## src/rtl/sdram_read_arbiter.sv

```systemverilog
// Round-robin arbiter sharing one Avalon-MM read master between the audio streamer (port 0) and chart fetcher (port 1).
// Define ARB_TIMEOUT_EN to abort READs that exceed TIMEOUT cycles and raise a sticky timeout_err.
module sdram_read_arbiter #(
    parameter int ADDR_W  = 32,
    parameter int DATA_W  = 32,
    parameter int TIMEOUT = 255
) (
    input  logic              Clk,
    input  logic              Reset,
    input  logic              req0,
    input  logic [ADDR_W-1:0] req0_addr,
    output logic              req0_rdv,
    output logic [DATA_W-1:0] req0_data,
    input  logic              req1,
    input  logic [ADDR_W-1:0] req1_addr,
    output logic              req1_rdv,
    output logic [DATA_W-1:0] req1_data,
    output logic              tl_read,
    output logic              tl_write,
    output logic [ADDR_W-1:0] tl_addr,
    input  logic              tl_rdv,
    input  logic [DATA_W-1:0] sample,
    output logic              busy,
    output logic              grant,
    output logic              timeout_err
);

    typedef enum logic [1:0] {IDLE, READ, DONE} state_t;

    state_t            state_q, state_d;
    logic              grant_q, grant_d;
    logic              lastGrant_q, lastGrant_d;
    logic [ADDR_W-1:0] addr_q, addr_d;
    logic [DATA_W-1:0] data0_q, data0_d;
    logic [DATA_W-1:0] data1_q, data1_d;
    logic              pick;

`ifdef ARB_TIMEOUT_EN
    localparam int CNT_W = ($clog2(TIMEOUT + 1) > 8) ? $clog2(TIMEOUT + 1) : 8;

    logic [CNT_W-1:0] cnt_q, cnt_d;
    logic             err_q, err_d;
`else
    logic unusedTimeout;
    assign unusedTimeout = ^TIMEOUT;
`endif

    // On a tie, the port that did not win last time gets the bus.
    assign pick = (req0 && req1) ? ~lastGrant_q : req1;

    always_ff @(posedge Clk or posedge Reset) begin
        if (Reset) begin
            state_q     <= IDLE;
            grant_q     <= 1'b0;
            lastGrant_q <= 1'b1;
            addr_q      <= '0;
            data0_q     <= '0;
            data1_q     <= '0;
`ifdef ARB_TIMEOUT_EN
            cnt_q       <= '0;
            err_q       <= 1'b0;
`endif
        end else begin
            state_q     <= state_d;
            grant_q     <= grant_d;
            lastGrant_q <= lastGrant_d;
            addr_q      <= addr_d;
            data0_q     <= data0_d;
            data1_q     <= data1_d;
`ifdef ARB_TIMEOUT_EN
            cnt_q       <= cnt_d;
            err_q       <= err_d;
`endif
        end
    end

    always_comb begin
        state_d     = state_q;
        grant_d     = grant_q;
        lastGrant_d = lastGrant_q;
        addr_d      = addr_q;
        data0_d     = data0_q;
        data1_d     = data1_q;
`ifdef ARB_TIMEOUT_EN
        cnt_d       = cnt_q;
        err_d       = err_q;
`endif
        case (state_q)
            IDLE: begin
                if (req0 || req1) begin
                    state_d     = READ;
                    grant_d     = pick;
                    lastGrant_d = pick;
                    addr_d      = pick ? req1_addr : req0_addr;
`ifdef ARB_TIMEOUT_EN
                    cnt_d       = '0;
`endif
                end
            end
            READ: begin
                // A real tl_rdv beats the timeout when both land on the same cycle.
                if (tl_rdv) begin
                    if (grant_q) data1_d = sample;
                    else         data0_d = sample;
                    state_d = DONE;
                end
`ifdef ARB_TIMEOUT_EN
                else if (cnt_q == CNT_W'(TIMEOUT)) begin
                    if (grant_q) data1_d = '0;
                    else         data0_d = '0;
                    err_d   = 1'b1;
                    state_d = DONE;
                end else begin
                    cnt_d = cnt_q + 1'b1;
                end
`endif
            end
            DONE:    state_d = IDLE;
            default: state_d = IDLE;
        endcase
    end

    assign tl_read   = (state_q == READ);
    assign tl_write  = 1'b0;
    assign tl_addr   = (state_q == READ) ? addr_q : '0;
    assign req0_rdv  = (state_q == DONE) && !grant_q;
    assign req1_rdv  = (state_q == DONE) && grant_q;
    assign req0_data = data0_q;
    assign req1_data = data1_q;
    assign busy      = (state_q != IDLE);
    assign grant     = grant_q;

`ifdef ARB_TIMEOUT_EN
    assign timeout_err = err_q;
`else
    assign timeout_err = 1'b0;
`endif

endmodule

```

## config.mk

```make
export PLATFORM = sky130hd
export DESIGN_NAME = sdram_read_arbiter
export DESIGN_NICKNAME = d
export VERILOG_FILES = /design/src/rtl/sdram_read_arbiter.sv
export SDC_FILE = /design/constraint.sdc
export NUM_CORES = 1
export LEC_CHECK = 0
export CORE_MARGIN = 2
export CORE_UTILIZATION = 45
export CTS_BUF_LIST = sky130_fd_sc_hd__clkbuf_8
export CTS_CLUSTER_DIAMETER = 100
export DETAILED_ROUTE_END_ITERATION = 6
export GPL_TIMING_DRIVEN = 0
export PLACE_DENSITY = 0.91
export SYNTH_ARGS = -nofsm -noshare
export SYNTH_HDL_FRONTEND = slang
export SYNTH_SLANG_ARGS = --single-unit
```

## constraint.sdc

```tcl
create_clock -name Clk -period 5.3 [get_ports Clk]
set_input_delay 1.06 -clock Clk [delete_from_list [all_inputs] [get_ports Clk]]
set_output_delay 1.06 -clock Clk [all_outputs]
set_load 0.01 [all_outputs]
```

# After elaboration in Yosys (flattened, before gate mapping)
# Cells that the tools add are included.
[totals]
regBits = 100
in_bits = 101
output_inout_bits = 103
[classes]
eq_ne = 4
muxes = 6
bitwise = 2
reduce_logical = 11
[ops]
columns = ["operator", "n"]
rows = [
  ["2-to-1 mux 32 bit", 2],
  ["AND reduction 3 bit", 2],
  ["2-to-1 mux 2 bit", 2],
  ["one-hot mux 2 bit (2 select lines)", 1],
  ["AND reduction 2 bit", 2],
  ["logical AND 1 bit", 3],
  ["== test 2 x 1 -> 1 bit (second input constant)", 1],
  ["== test 2 bit (second input constant)", 1],
  ["zero test 2 bit", 1],
  ["inequality test 2 x 1 -> 1 bit (second input constant)", 1],
  ["inequality test 2 bit (second input constant)", 1],
  ["inverter 1 bit", 2],
  ["nonzero test 2 bit", 1],
  ["zero test 1 bit", 1],
  ["logical OR 1 bit", 1],
  ["2-to-1 mux 1 bit", 1],
]

# Depth between registers and ports, before layout
[logic_depth]
ltp_word = 3
ltp_mapped = 5

# Least setup slack after synthesis
# Ideal clock, no wire load.
[synth_path]
kind = "reg2out"
startpoint = "register state_q[1]"
endpoint = "output port tl_addr[22]"
arrival_time_ps = 1172
required_ps = 4240
path_slack_ps = 3068
path_stages_with_launch = 5
path_cell_list = "dfrtp_1 > nand2b_1 > inv_1 > clkbuf_1 > and2_1"
[synth_between]
elab_chain_len = 2
[synth_rtl]
columns = ["element", "line_no", "source"]
rows = [
  ["start: declaration", "30", "state_t state_q, state_d;"],
  ["start signal: assignment", "64", "state_q <= state_d;"],
  ["== test 2 x 1 -> 1 bit", "--", ""],
  ["net tl_read", "18", "output logic tl_read,"],
  ["2-to-1 mux 32 bit", "125", "assign tl_addr = (state_q == READ) ? addr_q : '0;"],
  ["end: declaration", "20", "output logic [ADDR_W-1:0] tl_addr,"],
]
# The timed path passes the listed nets, and every way through them passes these cells.

# Worst setup path in the final report
[layout_path]
startpoint = "register state_q[1]"
endpoint = "output port tl_addr[23]"
[layout_between]
elab_chain_len = 2
[layout_rtl]
columns = ["element", "line_no"]
rows = [
  ["== test 2 x 1 -> 1 bit", "125"],
  ["2-to-1 mux 32 bit", "125"],
]
# Every way passes these cells.

==> summary.txt <==
Run status
  – Outcome: finished, final reports clean

Global routing
  – All-Layer GR Usage: between 15 and 20%
  – Vias in the first global route: 3338
  – Remaining global-route overflow: 0
  – First-pass GRT wire length: ~17000 microns
  – Pin count of the biggest net entering global routing: between 70 and 80
  – Initial antenna violation count: 0

Power
  – Int Power: around 2.6 mW
  – Pwr/cell area: between 500 and 600 nW/um^2
  – Psw: around 1.2 mW
  – Comb power frac: 52.9%
  – VDD IR max: around 0.28 mV
  – Clock power share: a little under an eighth
  – Sw Share: around a third
  – LEAKAGE: between 3 and 4 nW
  – Flop pwr share: 35.3%

Worst setup path
  – Slowest stage delay, CP: approximately 540 ps
  – Reg2reg setup slack: 3550 ps
  – CP Launch Point: state_q[1]
  – Cell Chain, Critical Path: nand2b_1 > inv_1 > clkbuf_1 > and2_1 > clkdlybuf4s50_1
  – Startpoint type of the worst setup path: register
  – Reg2Reg Launch Point: state_q[1]
  – RR Endpoint: req0_data[15]
  – Worst path slowest cell: clkdlybuf4s50_1
  – Worst reg-to-reg path cell count: 4
  – Worst setup EP type: primary output
  – Req. time, crit path: 4240 ps
  – CP max FO: 10
  – Critical Path Sink: tl_addr[23]
  – Crit Path Class: register to primary output
  – Arr. time, crit path: around 2300 ps

Clock tree
  – Total CTS buffers: 9
  – CTS clk-pin slew, worst paths: around 100 ps
  – CTS max path bufs: 2
  – Max H-tree Level: 3
  – CTS tree: done
  – Later-pin clock latency in the skew report: approximately 360 ps
  – Clock Sinks: 100
  – Hold_buf cts: 0
  – CTS Root Cell: clkbuf_8
  – Setup Fix Bufs, Post-CTS: 0
  – CTS resizes: 0

Synth
  – Synth Area per Inst: 15.7 sq um
  – Area leader, netlist: dfrtp_1
  – Post-Syn Area: 4670 sq um
  – Top cell type's share of synthesized area: 53.0%
  – Most common cell in the synthesized netlist: dfrtp_1
  – Mapped Cells: a little under 300
  – Post-synth EDFFs: 0
  – Netlist cell types: 25
  – Synth area leaders: dfrtp_1 53%, mux2_4 18%, mux2_2 17%
  – Post-synthesis register bit count: 100
  – Seq/Total Area, Yosys: 53.6%
  – Post-synth ARST share: 100%
  – YS warnings: 0
  – Top_reg_cell synth: dfrtp_1
  – Commonest cells post-synth: 99 x dfrtp_1, 70 x mux2_2, 56 x mux2_4

Die
  – Core Area: around 10000 sq um
  – Chip Width: 106 microns
  – Num rows: 37
  – Die ar.: roughly 11000 sq um
  – Initial Utilization: 45.9%
  – Die Y: around 110 microns
  – IO Pins: 204

Timing
  – Clock skew: between 10 and 15 ps
  – Setup WS post-layout: ~1900 ps
  – Unrepaired setup endpoints after global routing: false
  – Setup_tns: 0 ps
  – Final setup violation count: 0
  – Hold_ws: 503 ps
  – Slew Limit Fails: 0
  – Post-layout minimum cycle time: roughly 3400 ps
  – Final Hold Fails: 0
  – Final period util: a little under two thirds
  – Max Clk Rate: about 300 MHz

Final layout
  – # diodes: 0
  – Design area: 7070 sq um
  – Fraction of layout cells with a size suffix above 1: between 30% and 40%
  – Layout overhead on the synthesized area: 51.3%
  – Register area: roughly 2500 sq um
  – Count of non-filler cells in the finished layout: 652
  – Area of the multi-input gates: just under 2000 sq um
  – Fill cells: 707
  – Final #Nets: a little over 600

Min path
  – HP Class: register to register

Place
  – Placed Cells: ~640
  – Placed cell area: 6890 sq um
  – Pre-CTS WS: around 2300 ps
  – Placer congestion estimate: between 0.7 and 0.8
  – DP Wirelength: about 8400 microns
  – Buffers on Ports: 201

Route
  – Pre-antenna DRT Iters: 4
  – Routed Antenna Nets: 0
  – DRC: 0
  – Wire length per cell: 16.6 microns
  – Vias per Instance: 4.82
  – WL final: 10800 microns
  – Routed via count: 3145
  – Drt initial violations: between 100 and 150

Run
  – Max-cap viol count: 0
-- cell usage in the layout (no fill, tap or decap), drive strengths merged --
cell and n:
clkbuf 13, clkdlybuf4s50 201, and3b 1, buf 16, o21ai 2, dfstp 1
and2 33, a21bo 1, clkinv 3, nand3 1, mux2 128, or2 1
conb 2, dfrtp 99, o31ai 2, inv 5, nand2b 1, o22ai 1
nor3b 2, clkinvlp 1, nor2 2
-- flip-flops by register name, indices dropped and copies added (netlist names) --
register / flops
lastGrant_q: 1
state_q: 2
grant: 1
addr_q: 32
req0_data: 32
req1_data: 32
-- logic make-up (layout without fill, tap and decap cells) --
kind of cell           after synthesis  in the layout  synth area share [%]
multiplexers                       128            128                  35.3
flip-flops                         100            100                  53.6
AND/OR/NAND/NOR                     41             41                  5.84
buffers and inverters               21            239                  4.28
AO/OA/AOI/OAI                        6              6                 0.884
other                                1              2                0.0802
-- worst min path at each step --
stage,startpoint,end,slack (ps),cells after the start
finish,lastGrant_q,lastGrant_q,500,2
global route,req0_data[29],req0_data[29],520,1
CTS,lastGrant_q,lastGrant_q,510,2
detailed placement,addr_q[18],addr_q[18],490,1
global placement,lastGrant_q,lastGrant_q,480,2
floorplan,lastGrant_q,lastGrant_q,470,2
-- per-layer routing --
layer	part of all wire, %	vias up	wire length, microns	global-route usage, %
met5	0	-	0	0
met4	1.9	0	201	8.27
met3	6.0	15	653	4.48
met2	52	137	5620	34.3
met1	40	1533	4320	23.5
li1	-	1460	-	-
-- worst max-delay path: cells and delay by family, from the launching register on --
kind / cells / cell delay, ps
buffers and inverters: 3 / 1150
DFF: 1 / 400
and+or+nand+nor: 2 / 390
-- layout make-up --
cell class / count / area share, %
repair buffers: 202 / 28.8
multi-input cells: 177 / 27.9
well taps: 136 / 2.41
clock buffers: 9 / 1.75
clock inverters: 7 / 0.832
inverters: 2 / 0.142
plain buffers: 19 / 2.72
flip-flops and latches: 100 / 35.4
-- power by group through the flow --
stage	Clock (mW)	Sequential (mW)	Combinational [mW]
4_1_cts	0.468	1.37	2.07
2_1_floorplan	0	1.45	0.948
3_3_place_gp	0	1.35	2.01
3_5_place_dp	0	1.37	2.06
5_1_grt	0.498	1.41	2.16
6_report	0.455	1.36	2.04
-- per-stage QoR --
step	utilization (%)	total power, mW
3_5_place_dp	67.6	3.44
5_1_grt	69.4	4.07
3_3_place_gp	67.3	3.36
6_report	69.4	3.86
2_1_floorplan	-	2.40
4_1_cts	69.4	3.91
(Power assumes the default switching activity.)
